==> src/rtl/systolic_pkg.sv <==
// Shared fixed-point constants and the accumulator FSM state type for the
// systolic column stages.
package systolic_pkg;

  localparam int FIXED_POINT_WIDTH    = 16;
  localparam int FIXED_POINT_POSITION = 10;

  localparam logic signed [FIXED_POINT_WIDTH-1:0] FIXED_POINT_MAX = 16'sh7FFF;
  localparam logic signed [FIXED_POINT_WIDTH-1:0] FIXED_POINT_MIN = 16'sh8000;

  typedef enum logic [1:0] {
    IDLE       = 2'd0,
    ACCUM      = 2'd1,
    FINALIZE   = 2'd2,
    WAIT_SPACE = 2'd3
  } accumulator_state_t;

endpackage

==> src/rtl/systolic_result_fifo.sv <==
// Result FIFO with a same-cycle head output.
// Full while popping still accepts a push.
module systolic_result_fifo
  import systolic_pkg::*;
#(
  parameter int WIDTH = 16,
  parameter int DEPTH = 4
) (
  input  logic             clk_in,
  input  logic             rst_in,
  input  logic             push,
  input  logic [WIDTH-1:0] push_data,
  input  logic             pop,
  output logic             full,
  output logic             empty,
  output logic [WIDTH-1:0] head
);

  localparam int ADDR_W = $clog2(DEPTH);

  if ((DEPTH < 2) || ((DEPTH & (DEPTH - 1)) != 0)) begin : g_bad_depth
    $error("systolic_result_fifo: DEPTH must be a power of 2 and at least 2");
  end

  // The extra pointer MSB separates full from empty when the indices match.
  logic [ADDR_W:0]  wr_ptr_q;
  logic [ADDR_W:0]  rd_ptr_q;
  logic [WIDTH-1:0] mem_q [DEPTH];
  logic             do_push;
  logic             do_pop;

  assign empty   = (wr_ptr_q == rd_ptr_q);
  assign full    = (wr_ptr_q[ADDR_W] != rd_ptr_q[ADDR_W]) &&
                   (wr_ptr_q[ADDR_W-1:0] == rd_ptr_q[ADDR_W-1:0]);
  assign do_pop  = pop && !empty;
  assign do_push = push && (!full || do_pop);
  assign head    = empty ? '0 : mem_q[rd_ptr_q[ADDR_W-1:0]];

  always_ff @(posedge clk_in or posedge rst_in) begin
    if (rst_in) begin
      wr_ptr_q <= '0;
      rd_ptr_q <= '0;
    end else begin
      if (do_push) wr_ptr_q <= wr_ptr_q + (ADDR_W+1)'(1);
      if (do_pop)  rd_ptr_q <= rd_ptr_q + (ADDR_W+1)'(1);
    end
  end

  always_ff @(posedge clk_in) begin
    if (do_push) mem_q[wr_ptr_q[ADDR_W-1:0]] <= push_data;
  end

endmodule

==> src/rtl/systolic_column_accumulator.sv <==
// Accumulates one column's partial sums onto a bias, saturates to the
// fixed-point range, applies optional ReLU and queues the result.
//
// state      | meaning
// IDLE       | waiting for start_in; latches config and loads bias
// ACCUM      | adding partial sums until num_tiles have arrived
// FINALIZE   | saturate + ReLU, push into FIFO or park in hold register
// WAIT_SPACE | FIFO was full; push held result once space appears
module systolic_column_accumulator
  import systolic_pkg::*;
#(
  parameter int FIXED_POINT_WIDTH    = systolic_pkg::FIXED_POINT_WIDTH,
  parameter int FIXED_POINT_POSITION = systolic_pkg::FIXED_POINT_POSITION,
  parameter int PARTIAL_SUM_WIDTH    = 20,
  parameter int TILE_COUNT_WIDTH     = 8,
  parameter int ACCUM_WIDTH          = PARTIAL_SUM_WIDTH + TILE_COUNT_WIDTH,
  parameter int FIFO_DEPTH           = 4
) (
  input  logic                         clk_in,
  input  logic                         rst_in,
  input  logic                         start_in,
  input  logic [TILE_COUNT_WIDTH-1:0]  num_tiles_in,
  input  logic [FIXED_POINT_WIDTH-1:0] bias_in,
  input  logic                         relu_enable_in,
  input  logic                         partial_sum_valid_in,
  input  logic [PARTIAL_SUM_WIDTH-1:0] partial_sum_in,
  input  logic                         result_ready_in,
  output logic                         result_valid_out,
  output logic [FIXED_POINT_WIDTH-1:0] result_out,
  output logic                         busy_out,
  output logic                         saturated_out
);

  if (FIXED_POINT_POSITION >= FIXED_POINT_WIDTH) begin : g_bad_q_position
    $error("systolic_column_accumulator: fractional bits must be fewer than the width");
  end

  localparam logic signed [ACCUM_WIDTH-1:0] SAT_MAX = ACCUM_WIDTH'(FIXED_POINT_MAX);
  localparam logic signed [ACCUM_WIDTH-1:0] SAT_MIN = ACCUM_WIDTH'(FIXED_POINT_MIN);

  accumulator_state_t state_q;
  accumulator_state_t state_d;

  logic signed [ACCUM_WIDTH-1:0]  accum_q;
  logic [TILE_COUNT_WIDTH-1:0]    tile_count_q;
  logic [TILE_COUNT_WIDTH-1:0]    num_tiles_q;
  logic                           relu_q;
  logic                           saturated_q;
  logic [FIXED_POINT_WIDTH-1:0]   hold_q;

  logic [FIXED_POINT_WIDTH-1:0]   sat_value;
  logic [FIXED_POINT_WIDTH-1:0]   final_value;
  logic [FIXED_POINT_WIDTH-1:0]   push_data;
  logic                           sat_hit;
  logic                           last_tile;
  logic                           fifo_push;
  logic                           fifo_pop;
  logic                           fifo_full;
  logic                           fifo_empty;
  logic                           can_push;

  assign result_valid_out = !fifo_empty;
  assign fifo_pop         = result_valid_out && result_ready_in;
  assign can_push         = !fifo_full || fifo_pop;
  assign busy_out         = (state_q != IDLE);
  assign saturated_out    = saturated_q;
  assign last_tile        = partial_sum_valid_in &&
                            (tile_count_q == (num_tiles_q - TILE_COUNT_WIDTH'(1)));

  // Saturation first, then ReLU on the clamped value.
  always_comb begin
    sat_value = accum_q[FIXED_POINT_WIDTH-1:0];
    sat_hit   = 1'b0;
    if (accum_q > SAT_MAX) begin
      sat_value = FIXED_POINT_MAX;
      sat_hit   = 1'b1;
    end else if (accum_q < SAT_MIN) begin
      sat_value = FIXED_POINT_MIN;
      sat_hit   = 1'b1;
    end
    final_value = (relu_q && sat_value[FIXED_POINT_WIDTH-1]) ? '0 : sat_value;
  end

  always_ff @(posedge clk_in or posedge rst_in) begin
    if (rst_in) state_q <= IDLE;
    else        state_q <= state_d;
  end

  always_comb begin
    state_d   = state_q;
    fifo_push = 1'b0;
    push_data = final_value;
    unique case (state_q)
      IDLE: begin
        if (start_in) state_d = ACCUM;
      end
      ACCUM: begin
        if (last_tile) state_d = FINALIZE;
      end
      FINALIZE: begin
        if (can_push) begin
          fifo_push = 1'b1;
          state_d   = IDLE;
        end else begin
          state_d   = WAIT_SPACE;
        end
      end
      WAIT_SPACE: begin
        push_data = hold_q;
        if (can_push) begin
          fifo_push = 1'b1;
          state_d   = IDLE;
        end
      end
      default: state_d = IDLE;
    endcase
  end

  always_ff @(posedge clk_in or posedge rst_in) begin
    if (rst_in) begin
      accum_q      <= '0;
      tile_count_q <= '0;
      num_tiles_q  <= '0;
      relu_q       <= 1'b0;
      saturated_q  <= 1'b0;
      hold_q       <= '0;
    end else begin
      unique case (state_q)
        IDLE: begin
          if (start_in) begin
            // A zero tile count would never terminate; run it as one tile.
            num_tiles_q  <= (num_tiles_in == '0) ? TILE_COUNT_WIDTH'(1) : num_tiles_in;
            relu_q       <= relu_enable_in;
            accum_q      <= ACCUM_WIDTH'($signed(bias_in));
            tile_count_q <= '0;
            saturated_q  <= 1'b0;
          end
        end
        ACCUM: begin
          if (partial_sum_valid_in) begin
            accum_q      <= accum_q + ACCUM_WIDTH'($signed(partial_sum_in));
            tile_count_q <= tile_count_q + TILE_COUNT_WIDTH'(1);
          end
        end
        FINALIZE: begin
          if (sat_hit) saturated_q <= 1'b1;
          hold_q <= final_value;
        end
        default: ;
      endcase
    end
  end

  systolic_result_fifo #(
    .WIDTH (FIXED_POINT_WIDTH),
    .DEPTH (FIFO_DEPTH)
  ) u_result_fifo (
    .clk_in    (clk_in),
    .rst_in    (rst_in),
    .push      (fifo_push),
    .push_data (push_data),
    .pop       (fifo_pop),
    .full      (fifo_full),
    .empty     (fifo_empty),
    .head      (result_out)
  );

endmodule

==> config.mk <==
export PLATFORM = sky130hd
export DESIGN_NAME = systolic_column_accumulator
export DESIGN_NICKNAME = d
export VERILOG_FILES = /design/src/rtl/systolic_pkg.sv /design/src/rtl/systolic_result_fifo.sv /design/src/rtl/systolic_column_accumulator.sv
export SDC_FILE = /design/constraint.sdc
export NUM_CORES = 1
export LEC_CHECK = 0
export CAP_MARGIN = 25
export CORE_UTILIZATION = 40
export DETAILED_ROUTE_END_ITERATION = 10
export SETUP_SLACK_MARGIN = 0.4
export SYNTH_ARGS = -nofsm -noshare
export SYNTH_HDL_FRONTEND = slang
export SYNTH_HIERARCHICAL = 1
export SYNTH_SLANG_ARGS = --single-unit
export TNS_END_PERCENT = 5
==> constraint.sdc <==
create_clock -name clk_in -period 4 [get_ports clk_in]
set_input_delay 0.6 -clock clk_in [delete_from_list [all_inputs] [get_ports clk_in]]
set_output_delay 0.6 -clock clk_in [all_outputs]
set_load 0.05 [all_outputs]
==> metrics.txt, run 1 <==
Total GRT Usage 17.70%; RSZ-0062 raised after global routing false; Util after Layout 49.32%; Critical Path Slowest Stage Cell clkdlybuf4s50_1; TritonCTS sink count 134; Post-DP HPWL 11.99 mm; Tightest Pin Transition 0.9846 ns; Required @ worst endpoint 3.40 ns; pin count of the biggest net entering global routing 43; sequential share of the synthesized area 48.84%; Routed Antenna Nets 0; Ys Warns 6; Slew Limit Fails 0; Setup Viol. Count Final 0; Post-synth ARST share 52.24%; Detailed Route Iter0 Violations 362; Clock transition at path regs 0.06 ns; Synth Instances 701; total CTS buffers 17; Reg2Reg Capture Point u_result_fifo/mem_q[2][8]$_DFFE_PP_; crit path time final 3.269 ns; Die Ht 139.1 µm; post-CTS resize count 0; slew margin rel. 34.36%; gpl congestion 0.8631; final wirelength 16.43 mm; setup bufs post-CTS 0; Yosys reg bits 134; Layout Nets 851; H-tree depth 4; MaxCap Viol Count 0; DRC viols 6; crit start category flip-flop; CP Class reg -> out; Vias 5,533; outcome finished, violations left; maximum cell stage delay along the critical path 0.81 ns; worst hold path class in -> async; crit path launch u_result_fifo/rd_ptr_q[0]$_DFFE_PP0P_; violated checks DRC; Clock Path Buffers 2; share of post-route cells with drive strength above 1 10.65%; Clock Tree Root clkbuf_16; fin cells 1,008; VDD IR max 0.0002926 V; first-pass GRT wire length 27.13 mm; final hold violation count 0; FF/Latch Area 3674 µm²; reg2reg start u_result_fifo/rd_ptr_q[0]$_DFFE_PP0P_; latest clock arrival within the worst-skew pair 0.41 ns; Synth Cell Area 7521 µm²; Most used DFF post-synth dfrtp_1; Max Freq 305.9 MHz; Initial Utilization 41.30%; post-synth cell types 69; DIE AREA 19,350 µm²; Pwr Total 7.338 mW; total grt overflow 0; IO Pins 69; Avg Cell Area, Syn 10.73 µm²; CP dominant cell by count buf_4; synthesis-to-layout area growth 19.41%; critical path fanouts, max 19; crit-path cells buf_4 > xor2_4 > nor3_4 > buf_4 > nor2b_1 > clkdlybuf4s50_1; post-route setup TNS 0 ns; row cnt 49; final worst path period share 81.74%; CP Capture Type output pin; Worst Setup EP result_out[0]; r2r setup slk 1.05 ns; FILL cells 1,610; wire per inst 16.30 µm; crit path DAT 2.67 ns; Synth area leader edfxtp_1; diode count 0; Core Box Area 18,210 µm²; cts hold-fix bufs 0; Synth top area share 25.55%; EDFF count, synth 64; multi-input logic area 3642 µm²; Detailed Routing Iterations Pass 1 8; DR vias/cell 5.489; syn nets 786; vias in the first global route 5,323; Layout Skew 0.009926 ns; CTS tree yes; P per Cell Area 817.1 nW/µm²; top post-synthesis cells by area edfxtp_1, dfrtp_1, ha_1, o21ai_0, nand2_1; reg2reg path depth 7; Lkg Pwr 3.541 nW; I/O Buffers 68; initial antenna violation count 0; Inst Count DP 976; Die Width 139.1 µm
worst min path at each step:
stage                                                  to  depth (start not counted)
floorplan           u_result_fifo/rd_ptr_q[0]$_DFFE_PP0P_                          1
global route                       hold_q[12]$_DFFE_PP0P_                          2
detailed placement                 hold_q[10]$_DFFE_PP0P_                          2
finish              u_result_fifo/wr_ptr_q[0]$_DFFE_PP0P_                          2
global placement                    hold_q[3]$_DFFE_PP0P_                          2
CTS                 u_result_fifo/wr_ptr_q[1]$_DFFE_PP0P_                          2
cell usage after synthesis, types with 3 or more instances:
master	n
o21bai_1	5
mux2i_1	4
o41ai_2	3
inv_1	17
xnor2_1	18
dfrtp_1	70
a31oi_1	10
xor2_1	22
ha_1	34
nor4_1	5
o211ai_1	3
o21ai_1	4
nor2_1	45
mux2_2	7
nand4_1	11
clkbuf_1	27
a21oi_1	52
o21ai_0	80
nor2b_1	17
o31ai_1	3
nor3_1	9
and3_1	7
a21o_1	14
edfxtp_1	64
nand3_1	12
mux4_1	4
nand2b_1	9
nand2_1	78
mux4_2	12
sequential cells by signal, indices dropped and copies added (netlist names):
name and cells:
u_result_fifo/wr_ptr_q 3, hold_q 16, u_result_fifo/rd_ptr_q 3, accum_q 28, u_result_fifo/mem_q 64, state_q 2, relu_q 1, tile_count_q 8
num_tiles_q 8, saturated_out 1
worst max-delay path: cells and delay by family, from the launching register on:
family	cells	cell delay, ns
and+or+nand+nor	2	0.22
buffers and inverters	3	1.38
DFF	1	0.32
xor gates and xnor gates	1	0.33
power breakdown:
group	switching, mW	total [mW]	internal (mW)
registers	0.330	2.17	1.84
clock network	0.645	1.46	0.819
logic	2.22	3.71	1.49
area by class of cell:
cell class                      instances  share of cell area, %
Clock inverter                         15                  1.491
Multi-Input combinational cell        518                  40.55
Sequential cell                       134                  40.90
Inverter                               17                 0.7105
Clock buffer                           17                  4.737
Timing Repair Buffer                   78                  8.415
Tap cell                              229                  3.190
placed cells by master (no fill, tap or decap), types with 5 or more instances in the layout:
cell | synthesis | routed
nand2b_1 | 9 | 9
nor2b_1 | 17 | 17
nor3_1 | 9 | 9
nand2_1 | 78 | 78
mux2_2 | 7 | 7
a21o_1 | 14 | 14
mux4_2 | 12 | 12
ha_1 | 34 | 34
a31oi_1 | 10 | 10
edfxtp_1 | 64 | 64
o21ai_0 | 80 | 80
and3_1 | 7 | 7
nand4_1 | 11 | 11
clkdlybuf4s50_1 | 0 | 68
nor2_1 | 45 | 45
dfrtp_1 | 70 | 70
a21oi_1 | 52 | 52
inv_1 | 17 | 16
nand3_1 | 12 | 12
xnor2_1 | 18 | 18
clkbuf_16 | 0 | 17
inv_6 | 0 | 5
buf_4 | 1 | 10
nor4_1 | 5 | 5
xor2_1 | 22 | 22
o21bai_1 | 5 | 5
per-layer routing:
metal,up-vias,wire length (µm),track usage (%)
met1,2677,7926,24.56
li1,2716,-,-
met5,-,0,0
met4,0,102,4.678
met2,128,7726,28.26
met3,12,671,3.591
through the flow:
stage | area (µm²) | setup WS [ns] | hold slack (ns)
after floorplan | 7521 | 0.9949 | 0.3910
after global placement | 8422 | 0.6653 | 0.4607
after detailed placement | 8422 | 0.6358 | 0.4701
after CTS | 8981 | 0.6637 | 0.4813
after global routing | 8981 | 0.5702 | 0.5024
final | 8981 | 0.7305 | 0.4782
logic make-up (layout without fill, tap and decap cells):
logic type               after synthesis  count (layout)  synth area share, %
adder cells (fa/ha/maj)               35              35                5.923
buffers and inverters                 49             127                2.728
AND/OR/NAND/NOR                      207             207                13.08
multiplexers                          29              29                6.871
XOR/XNOR                              42              42                5.390
AO/OA/AOI/OAI                        205             205                17.17
flip-flops                           134             134                48.84
Note: power is estimated with default switching activity, not from simulation.
==> run 2, diff against run 1 <==
clock period = 3 ns   (was 4 ns; I/O delays follow)
==> run 2 against run 1 <==
The flow still finishes with violations (DRC). Largest power group unchanged. Worst hold slack worse by 0.15 ns. Wire length is 0.52% lower. Count of clock-buffer cells in the layout is 1 higher. Clock power is 45% higher. Highest routed layer unchanged. Utilization is 0.67 points higher. Critical path type is now in -> reg. Sequential share of layout area is 0.55 points lower. Sequential power is 34% higher.
==> metrics.txt, run 2 (same netlist as run 1, synthesis figures left out) <==
r2r setup slk 0.44 ns (-0.61 ns); RSZ-0062 raised after global routing true; DR vias/cell 5.472 (-0.31%); CP Class in -> reg; Post-DP HPWL 11.93 mm (-0.50%); most frequent cells in the layout o21ai_0, nand2_1, dfrtp_1, edfxtp_1; crit start category input port; Required @ worst endpoint 3.29 ns (-0.11 ns); grt met1 use 24.95% (+0.39 points); M2 GR Usage 27.86% (-0.40 points); P per Cell Area 1100 nW/µm² (+35%); Total GRT Usage 17.62% (-0.078 points); IO Pins 69 (unchanged); share of post-route cells with drive strength above 1 15.19% (+4.5 points); slew margin rel. 36.55% (+2.2 points); crit path time final 2.621 ns; crit path DAT 2.91 ns (+0.24 ns); VDD IR max 0.0004052 V (+38%); crit-path cells clkdlybuf4s50_1 > ha_1 > fa_2 > a211oi_2 > o211ai_2 > nand4_1 > o211a_1 > o21ai_1 > o41ai_2 > xor2_1 > a21oi_1; DRC viols 4 (-2); vias in the first global route 5,393 (+1.3%); Clock Tree Root clkbuf_16; Initial Utilization 41.30% (unchanged); row cnt 49 (unchanged); final wirelength 16.34 mm (-0.52%); Die Ht 139.1 µm (unchanged); Clock Path Buffers 2 (unchanged); gpl congestion 0.8843 (+2.5%); final worst path period share 87.38%; worst hold path class in -> async; Detailed Route Iter0 Violations 389 (+7.5%); Detailed Routing Iterations Pass 1 8 (unchanged); crit path launch partial_sum_in[0]; TritonCTS sink count 134 (unchanged); Top Usage Layer GRT met2; Clock transition at path regs 0.06 ns (about the same); Vias 5,576 (+0.78%); CTS tree yes; I/O Buffers 68 (unchanged); Largest register FFs 64 (unchanged); Pwr Total 10.01 mW (+36%); DP Area 8476 µm² (+0.64%); Core Box Area 18,210 µm² (unchanged); Routed Antenna Nets 0 (unchanged); violated checks DRC; fin area 9102 µm² (+1.4%); critical path fanouts, max 3 (-16); MaxCap Viol Count 0 (unchanged); final hold violation count 0 (unchanged); CP Capture Type flip-flop; Lkg Pwr 3.617 nW (+2.1%); final hold slack 0.3291 ns (-0.1491 ns); first-pass GRT wire length 27.18 mm (+0.18%); DIE AREA 19,350 µm² (unchanged); Critical Path Slowest Stage Cell clkdlybuf4s50_1; Worst Setup EP accum_q[20]$_DFFE_PP0P_; reg2reg start accum_q[0]$_DFFE_PP0P_; Tightest Pin Transition 0.9518 ns (-0.03285 ns); fin cells 1,019 (+1.1%); most common cell after layout, fill and taps aside o21ai_0; GRT met3 Usage 2.590% (-1.0 points); diode count 0 (unchanged); pre-CTS setup slack -0.07146 ns (-0.7073 ns); outcome finished, violations left; H-tree depth 4 (unchanged); wire per inst 16.04 µm (-1.6%); Layout Nets 862 (+1.3%); Reg2Reg Capture Point accum_q[20]$_DFFE_PP0P_; total CTS buffers 17 (unchanged); maximum cell stage delay along the critical path 0.41 ns (-0.40 ns); Inst Count DP 986 (+1.0%); synthesis-to-layout area growth 21.03%; Layout Skew 0.006781 ns (-0.003145 ns); Setup Viol. Count Final 0 (unchanged); total grt overflow 0 (unchanged); Max Freq 381.5 MHz; initial antenna violation count 0 (unchanged); Die Width 139.1 µm (unchanged); Slew Limit Fails 0 (unchanged); reg2reg path depth 10 (+3); final worst-path setup slack 0.3785 ns (-0.3520 ns); latest clock arrival within the worst-skew pair 0.41 ns (about the same); pin count of the biggest net entering global routing 35 (-19%)
## run 2: timing repair
| action | CTS | global route |
|---|---|---|
| setup buffers | 1 | 0 |
| setup endpoints to repair | 12 | 71 |
| gates resized for setup | 4 | 1 |
| hold buffers | 0 | 0 |
| pin swaps | 1 | 0 |
## run 2: worst min-delay path by stage
stage	slack (ns)	startpoint	to	cells past startpoint
final	0.33	rst_in	u_result_fifo/rd_ptr_q[2]$_DFFE_PP0P_	2
after global routing	0.34	rst_in	u_result_fifo/rd_ptr_q[2]$_DFFE_PP0P_	2
after CTS	0.34	rst_in	u_result_fifo/wr_ptr_q[1]$_DFFE_PP0P_	2
after detailed placement	0.47	hold_q[1]$_DFFE_PP0P_	hold_q[1]$_DFFE_PP0P_	2
after global placement	0.46	hold_q[14]$_DFFE_PP0P_	hold_q[14]$_DFFE_PP0P_	2
after floorplan	0.24	rst_in	u_result_fifo/rd_ptr_q[0]$_DFFE_PP0P_	1
## run 2: area by class of cell
class	count	area, µm²
tap	229	286.5
multi-input combinational	518	3669
timing repair buffer	89	803.3
inverter	17	67.56
clock inverter	14	173.9
fill	1594	9106
sequential	134	3674
clock buffer	18	429.2
## run 2: report_power, final
| group | internal (mW) | total [mW] | switching (mW) |
|---|---|---|---|
| sequential | 2.45 | 2.91 | 0.460 |
| clock | 1.31 | 2.11 | 0.793 |
| combinational | 2.01 | 4.99 | 2.98 |
## run 2: worst max-delay path: cells and delay by family
family,cells,cell delay (ns)
xor+xnor,1,0.18
compound gates,6,1.19
simple gates,1,0.09
fa+ha+maj,2,0.61
buf+inv,1,0.41
## run 2: layer usage
metal	share of wire, %	vias to the layer above
met2	47	147
li1	-	2746
met3	4.5	13
met4	1.1	0
met1	48	2670
met5	0	-
## run 2: metrics by stage
step            TNS, ns  util [%]
3_3_place_gp   -0.09839     46.55
6_report              0     49.99
4_1_cts               0     49.98
2_1_floorplan         0         -
5_1_grt               0     49.99
3_5_place_dp    -0.1345     46.55
==> run 3, diff against run 2 <==
TNS_END_PERCENT = default   (was 5)
==> run 3 against run 2 <==
The flow still finishes with violations (DRC). Non-clock buffer count up 3. Sequential power is essentially flat. Critical path depth down 1. Cell count rose by 0.29%. Utilization increased by 0.48 points. Sequential cell count unchanged. Fmax rose by 4.8%. Total power is 1.5% higher. Worst setup slack better by 0.12 ns. Via count down 0.20%. Clock skew is 0.00085 ns lower. Sequential share of layout area down 0.37 points. Critical path type is now reg -> reg. Largest cell class is now multi-input gates. Largest power group unchanged.
==> metrics.txt, run 3 (same netlist as run 1, synthesis figures left out) <==
outcome finished, violations left; violated checks DRC; DIE AREA 19,350 µm² (unchanged); CP Capture Type flip-flop; Initial Utilization 41.30% (unchanged); VDD IR max 0.0004118 V (+1.6%); IO Pins 69 (unchanged); maximum cell stage delay along the critical path 0.42 ns (about the same); DR vias/cell 5.445 (-0.49%); cts hold-fix bufs 0 (unchanged); Total GRT Usage 17.67% (+0.053 points); Util after Layout 50.47% (+0.48 points); slew margin rel. 36.34% (-0.20 points); Largest register FFs 64 (unchanged); H-tree depth 4 (unchanged); total grt overflow 0 (unchanged); Clock Path Buffers 2 (unchanged); Layout Skew 0.005935 ns (-0.0008463 ns); most frequent cells in the layout o21ai_0, nand2_1, dfrtp_1, edfxtp_1, a21oi_1; share of post-route cells with drive strength above 1 16.39% (+1.2 points); worst hold path class in -> async; latest clock arrival within the worst-skew pair 0.41 ns (about the same); final worst-path setup slack 0.4985 ns (+0.1200 ns); Detailed Routing Iterations Pass 1 8 (unchanged); Inst Count DP 986 (unchanged); Detailed Route Iter0 Violations 328 (-16%); row cnt 49 (unchanged); critical path fanouts, max 3 (unchanged); Lkg Pwr 3.649 nW (+0.90%); r2r setup slk 0.50 ns (+0.06 ns); final worst path period share 83.38% (-4.0 points); Worst Setup EP accum_q[20]$_DFFE_PP0P_; I/O Buffers 68 (unchanged); pin count of the biggest net entering global routing 35 (unchanged); crit path DAT 2.79 ns (-0.12 ns); Core Box Area 18,210 µm² (unchanged); final hold violation count 0 (unchanged); fin area 9190 µm² (+0.96%); pre-CTS setup slack -0.07146 ns (unchanged); Critical Path Slowest Stage Cell dfrtp_1; initial antenna violation count 0 (unchanged); post-route setup TNS 0 ns (unchanged); CTS tree yes; crit-path cells ha_4 > fa_2 > a211oi_4 > o211ai_2 > nand4_1 > o211a_4 > o21ai_4 > o41ai_2 > xor2_1 > a21oi_1; Vias 5,565 (-0.20%); Slew Limit Fails 0 (unchanged); crit start category flip-flop; P per Cell Area 1105 nW/µm² (+0.50%); most common cell after layout, fill and taps aside o21ai_0; Pwr Total 10.16 mW (+1.5%); Max Freq 399.8 MHz (+4.8%); diode count 0 (unchanged); Tightest Pin Transition 0.9548 ns (+0.003050 ns); Post-DP HPWL 11.93 mm (unchanged); fin cells 1,022 (+0.29%); crit path launch accum_q[0]$_DFFE_PP0P_; DRC viols 4 (unchanged); Layout Nets 865 (+0.35%); reg2reg path depth 10 (unchanged); gpl congestion 0.8843 (unchanged); synthesis-to-layout area growth 22.19%; total CTS buffers 17 (unchanged); Routed Antenna Nets 0 (unchanged); first-pass GRT wire length 27.26 mm (+0.28%); Setup Viol. Count Final 0 (unchanged); final hold slack 0.3247 ns (-0.004398 ns); wire per inst 16.14 µm (+0.66%); TritonCTS sink count 134 (unchanged); Required @ worst endpoint 3.29 ns (about the same); vias in the first global route 5,402 (+0.17%); crit path time final 2.501 ns (-0.1200 ns); Clock Tree Root clkbuf_16; DP Area 8476 µm² (unchanged); MaxCap Viol Count 0 (unchanged); FILL cells 1,586 (-0.50%); Reg2Reg Capture Point accum_q[20]$_DFFE_PP0P_; multi-input logic area 3725 µm² (+1.5%); RSZ-0062 raised after global routing true; CP Class reg -> reg; reg2reg start accum_q[0]$_DFFE_PP0P_; FF/Latch Area 3675 µm² (about the same); final wirelength 16.50 mm (+0.95%); Clock transition at path regs 0.06 ns (about the same); Die Ht 139.1 µm (unchanged); Die Width 139.1 µm (unchanged)
[run 3: how the worst min path moves through the flow]
stage	startpoint	to	slack, ns	depth (start not counted)
detailed placement	hold_q[1]$_DFFE_PP0P_	hold_q[1]$_DFFE_PP0P_	0.47	2
global route	rst_in	u_result_fifo/rd_ptr_q[2]$_DFFE_PP0P_	0.34	2
global placement	hold_q[14]$_DFFE_PP0P_	hold_q[14]$_DFFE_PP0P_	0.46	2
CTS	rst_in	u_result_fifo/wr_ptr_q[1]$_DFFE_PP0P_	0.34	2
floorplan	rst_in	u_result_fifo/rd_ptr_q[0]$_DFFE_PP0P_	0.24	1
finish	rst_in	u_result_fifo/rd_ptr_q[2]$_DFFE_PP0P_	0.32	2
[run 3: cell type report]
| type | instances | area share, % |
|---|---|---|
| Clock inverter | 14 | 1.892 |
| Sequential cell | 134 | 39.99 |
| Tap cell | 229 | 3.118 |
| Multi-Input combinational cell | 518 | 40.53 |
| Timing Repair Buffer | 92 | 9.067 |
| Inverter | 17 | 0.7352 |
| Clock buffer | 18 | 4.670 |
[run 3: layer usage]
metal / up-vias / wire length (µm) / track usage, % / part of all wire (%)
li1: 2743 / - / - / -
met1: 2665 / 7890 / 25.02 / 48
met2: 139 / 7742 / 27.96 / 47
met3: 18 / 656 / 2.590 / 4.0
met4: 0 / 208 / 5.614 / 1.3
met5: - / 0 / 0 / 0
[run 3: report_power, final]
group / switching (mW) / internal (mW) / total (mW)
registers: 0.463 / 2.45 / 2.92
clock network: 0.792 / 1.31 / 2.10
logic: 3.04 / 2.10 / 5.14
[run 3: timing repair]
action	4_1_cts	5_1_grt
setup endpoints to repair	12	71
pin swaps	3	10
buffers inserted	1	3
gates resized for setup	6	14
[run 3: worst max-delay path: cells and delay by family (launching register included)]
| family | cells | cell delay [ns] |
|---|---|---|
| compound gates | 6 | 1.05 |
| simple gates | 1 | 0.13 |
| xor+xnor | 1 | 0.18 |
| flops | 1 | 0.42 |
| fa+ha+maj | 2 | 0.60 |
